## src/rtl/pipe_stage_reg.sv

```systemverilog
// pipe_stage_reg: elastic valid/ready pipeline-stage register with a 2-entry skid buffer,
// synchronous flush and control-bit masking of bubbles.
module pipe_stage_reg #(
    parameter int               WIDTH     = 60,
    parameter logic [WIDTH-1:0] CTRL_MASK = {WIDTH{1'b0}},
    parameter logic [WIDTH-1:0] RESET_VAL = {WIDTH{1'b0}}
) (
    input  logic             clk,
    input  logic             rst,
    input  logic             flush,
    input  logic             in_valid,
    output logic             in_ready,
    input  logic [WIDTH-1:0] in_data,
    output logic             out_valid,
    input  logic             out_ready,
    output logic [WIDTH-1:0] out_data,
    output logic [1:0]       count
);
    typedef enum logic [1:0] {EMPTY = 2'd0, ONE = 2'd1, FULL = 2'd2} state_e;
    state_e           state_q, state_d;
    logic [WIDTH-1:0] main_q, main_d, skid_q, skid_d;
    logic             push, pop;
    // Handshake outputs decode the state register only, so no input reaches them combinationally.
    assign in_ready  = state_q != FULL;
    assign out_valid = state_q != EMPTY;
    assign count     = state_q;
    assign push      = in_valid & in_ready;
    assign pop       = out_valid & out_ready;
    assign out_data  = out_valid ? main_q : (main_q & ~CTRL_MASK);
    always_ff @(posedge clk or negedge rst) begin
        if (!rst) begin
            state_q <= EMPTY;
            main_q  <= RESET_VAL;
            skid_q  <= RESET_VAL;
        end else begin
            state_q <= state_d;
            main_q  <= main_d;
            skid_q  <= skid_d;
        end
    end
    always_comb begin
        state_d = state_q;
        main_d  = main_q;
        skid_d  = skid_q;
        if (flush) begin
            state_d = EMPTY;
        end else begin
            case (state_q)
                EMPTY: if (push) begin
                    state_d = ONE;
                    main_d  = in_data;
                end
                ONE: if (push && !pop) begin
                    state_d = FULL;
                    skid_d  = in_data;
                end else if (push) begin
                    main_d = in_data;
                end else if (pop) begin
                    state_d = EMPTY;
                end
                FULL: if (pop) begin
                    state_d = ONE;
                    main_d  = skid_q;
                end
                default: state_d = EMPTY;
            endcase
        end
    end
endmodule

```

## config.mk

```make
export PLATFORM = sky130hd
export DESIGN_NAME = pipe_stage_reg
export DESIGN_NICKNAME = d
export VERILOG_FILES = /design/src/rtl/pipe_stage_reg.sv
export SDC_FILE = /design/constraint.sdc
export NUM_CORES = 1
export LEC_CHECK = 0
export ABC_AREA = 0
export BUFFER_PORTS_ARGS = -buffer_cell sky130_fd_sc_hd__buf_4
export CAP_MARGIN = 20
export CORE_MARGIN = 10
export CORE_UTILIZATION = 50
export DETAILED_ROUTE_END_ITERATION = 10
export GPL_TIMING_DRIVEN = 0
export PLACE_DENSITY = 0.75
export SLEW_MARGIN = 20
export SYNTH_ARGS = -nofsm -noshare
export SYNTH_HDL_FRONTEND = slang
export SYNTH_SLANG_ARGS = --single-unit
```

## constraint.sdc

```tcl
create_clock -name clk -period 4.34 [get_ports clk]
set_input_delay 0.434 -clock clk [delete_from_list [all_inputs] [get_ports clk]]
set_output_delay 0.434 -clock clk [all_outputs]
set_load 0.02 [all_outputs]
```

==> impl_metrics.csv <==
group,metric,value,unit
global_routing,grt_pass1_wl,18500,µm
sta,report.final.slew_viol_count,0,
clock_tree,path_clk_slew,0.06,ns
sta,min_period_over_period,0.5335,
sta,setup_viol,0,
drt,antenna_left,0,
clock_tree,cts_buffers,17,
floorplan,row_count,37,
worst_hold_path,min_from,"out_ready",
setup_path,worstSetupEndpointType,"output port",
floorplan,die_x,123.8,µm
sta,setup_tns,0,ns
drt,drt-total-wl,11820,µm
layout,final_common_cell,"mux2_2",
yosys,synthMuxAreaShare,0.3801,
power,p_leak,0.003251,µW
global_routing,overflow,0,
setup_path,required,3.91,ns
power,powerDensity,532.4,nW/µm²
setup_path,crit_slowest_cell,"dfrtp_1",
yosys,ys_warn_count,0,
layout,syn_to_final_growth,33.15,%
floorplan,io_pins,129,
setup_path,crit_chain,"nor2b_1 > buf_2 > buf_2 > inv_1 > buf_4",
drt,remaining_drc_errors,0,
sta,rsz0062_at_grt,"false",
yosys,yosysUniqueCellTypes,21,
yosys,synthAdderAreaFrac,0,
global_routing,antenna_found_initial,0,
sta,fin_skew,0.007136,ns
place,io_buffers,128,
setup_path,critical_path_buf_inv_count,4,
drt,wl_per_cell,18.61,µm
setup_path,worstPathArrival,1.88,ns
outcome,status,"complete, no violations",
setup_path,cpPeakStageDelay,0.45,ns
clock_tree,post_cts_buffers,0,
yosys,syn_area,5383,µm²
setup_path,critPathTopFamily,"buffers and inverters",
sta,holdWs,0.1265,ns
yosys,synth-xor-area-share,0,
place,place_ws,2.366,ns
sta,finalWorstSetupSlack,2.025,ns
clock_tree,ctsHoldBuffers,1,
global_routing,grt_pass1_vias,3575,
yosys,synth_top_family_by_area,"multiplexers",
setup_path,crit_path_start_kind,"flop",
clock_tree,cts_sinks,122,
yosys,synth-simple-area-share,0.01278,
yosys,syn_inst,337,
yosys,syn_avg_cell_area,15.97,µm²
global_routing,grt.total_usage,0.1567,
layout,drive_gt1_frac,0.7174,
layout,fillers,756,
layout,multi_input_area,2157,µm²
sta,period_needed,2.315,ns
drt,avgViaCountPerCell,5.093,
layout,most-common-layout-cells,"mux2_2, buf_4, dfrtp_1",
power,ir_drop,421.9,µV
layout,diodes,0,
sta,fmax,431.9,MHz
place,hpwl,8458,µm
clock_tree,cts_tree,"yes",
setup_path,crit_fanout,10,
drt,vias,3234,
layout,seq_area,3053,µm²
yosys,ys_ff_latch,122,
floorplan,initial_core_util,0.5168,
sta,timing.final.hold_violations,0,
sta,tightest_slew,0.4639,ns
setup_path,reg2reg_from,"count[1]$_DFFE_PN0P_",
setup_path,startpoint,"count[1]$_DFFE_PN0P_",
job,drv_cap,0,
yosys,syn_nets,402,
drt,firstDrtPassIters,4,
clock_tree,cts_root_buffer,"clkbuf_8",
worst_hold_path,hp-class,"in -> reg",
clock_tree,clk_latency,0.50,ns
yosys,ys_seq_area_frac,0.5672,
sta,relSlewSlack,0.6904,
place,place.gp.congestion,0.7067,
setup_path,setup.worst_path.class,"reg -> out",
global_routing,grt_max_degree,76,
yosys,synth_compound_gate_area_share,0.007903,
clock_tree,cts_resized,0,
floorplan,die_area,15320,µm²
setup_path,crit_path_frequent_cell,"buf_2",
floorplan,fp.dieH,123.8,µm
layout,final_nets,551,
floorplan,core_area,10420,µm²
layout,utilization,0.6880,
clock_tree,htreeDepth,4,
clock_tree,clock_path_buffers,2,
drt,drt_iter0_drc,179,
## sequential cells by signal (all words and copies together) (netlist names)
register / count
out_data: 60
skid_q: 60
count: 2
## cells by family after synthesis
| group | Yosys count |
|---|---|
| AO/OA/AOI/OAI | 5 |
| buffers and inverters | 20 |
| flip-flops | 122 |
| multiplexers | 180 |
| AND/OR/NAND/NOR | 10 |
## report_power, final
group	switching, µW	internal, µW
sequential	142	1420
clock	481	977
combinational	354	447
total	976	2840
## worst paths after layout
check,end,slack [ns],depth (start not counted)
setup / recovery,in_ready,2.02,5
hold / removal,count[1]$_DFFE_PN0P_,0.13,2
setup reg to reg,out_data[32]$_DFFE_PN0P_,2.42,5
hold reg to reg,skid_q[5]$_DFFE_PN0P_,0.50,1
max in group asynchronous,skid_q[18]$_DFFE_PN0P_,3.20,3
min in group asynchronous,skid_q[43]$_DFFE_PN0P_,0.42,2
## Yosys cell counts (all sizes together)
master  count  share of area
nor3        1        0.00093
mux2      180           0.38
o22a        1         0.0016
nand2b      1         0.0012
nand3b      1         0.0014
clkbuf      1         0.0026
or2         1         0.0012
nor2b       1         0.0012
nand2       2         0.0014
o21a        1         0.0014
buf        18          0.029
a21oi       3         0.0049
nor2        1        0.00070
nor3b       1         0.0035
inv         1        0.00070
and2b       1         0.0014
dfrtp     122           0.57
## through the flow
| stage | instances | area, µm² | total power, µW |
|---|---|---|---|
| final | 635 | 7167 | 3816 |
| after floorplan | 337 | 5383 | 2016 |
| after detailed placement | 602 | 6545 | 2387 |
| after global routing | 635 | 7167 | 3991 |
| after global placement | 601 | 6514 | 2340 |
| after CTS | 635 | 7167 | 3857 |
## routing by layer
metal,wire length (µm),track usage,vias to the layer above
li1,-,-,1510
met1,4736,0.1765,1642
met2,6194,0.2679,72
met3,767,0.05430,10
met4,120,0.06114,0
met5,0,0,-
## area by class of cell
cell class | count | share of cell area
multi-input cells | 195 | 0.3010
plain buffers | 19 | 0.02357
repair buffers | 130 | 0.1398
inverters | 1 | 0.0005237
well taps | 136 | 0.02374
clock inverters | 7 | 0.01920
flip-flops and latches | 122 | 0.4260
clock buffers | 25 | 0.06617
Power figures use the tool's default switching activity.
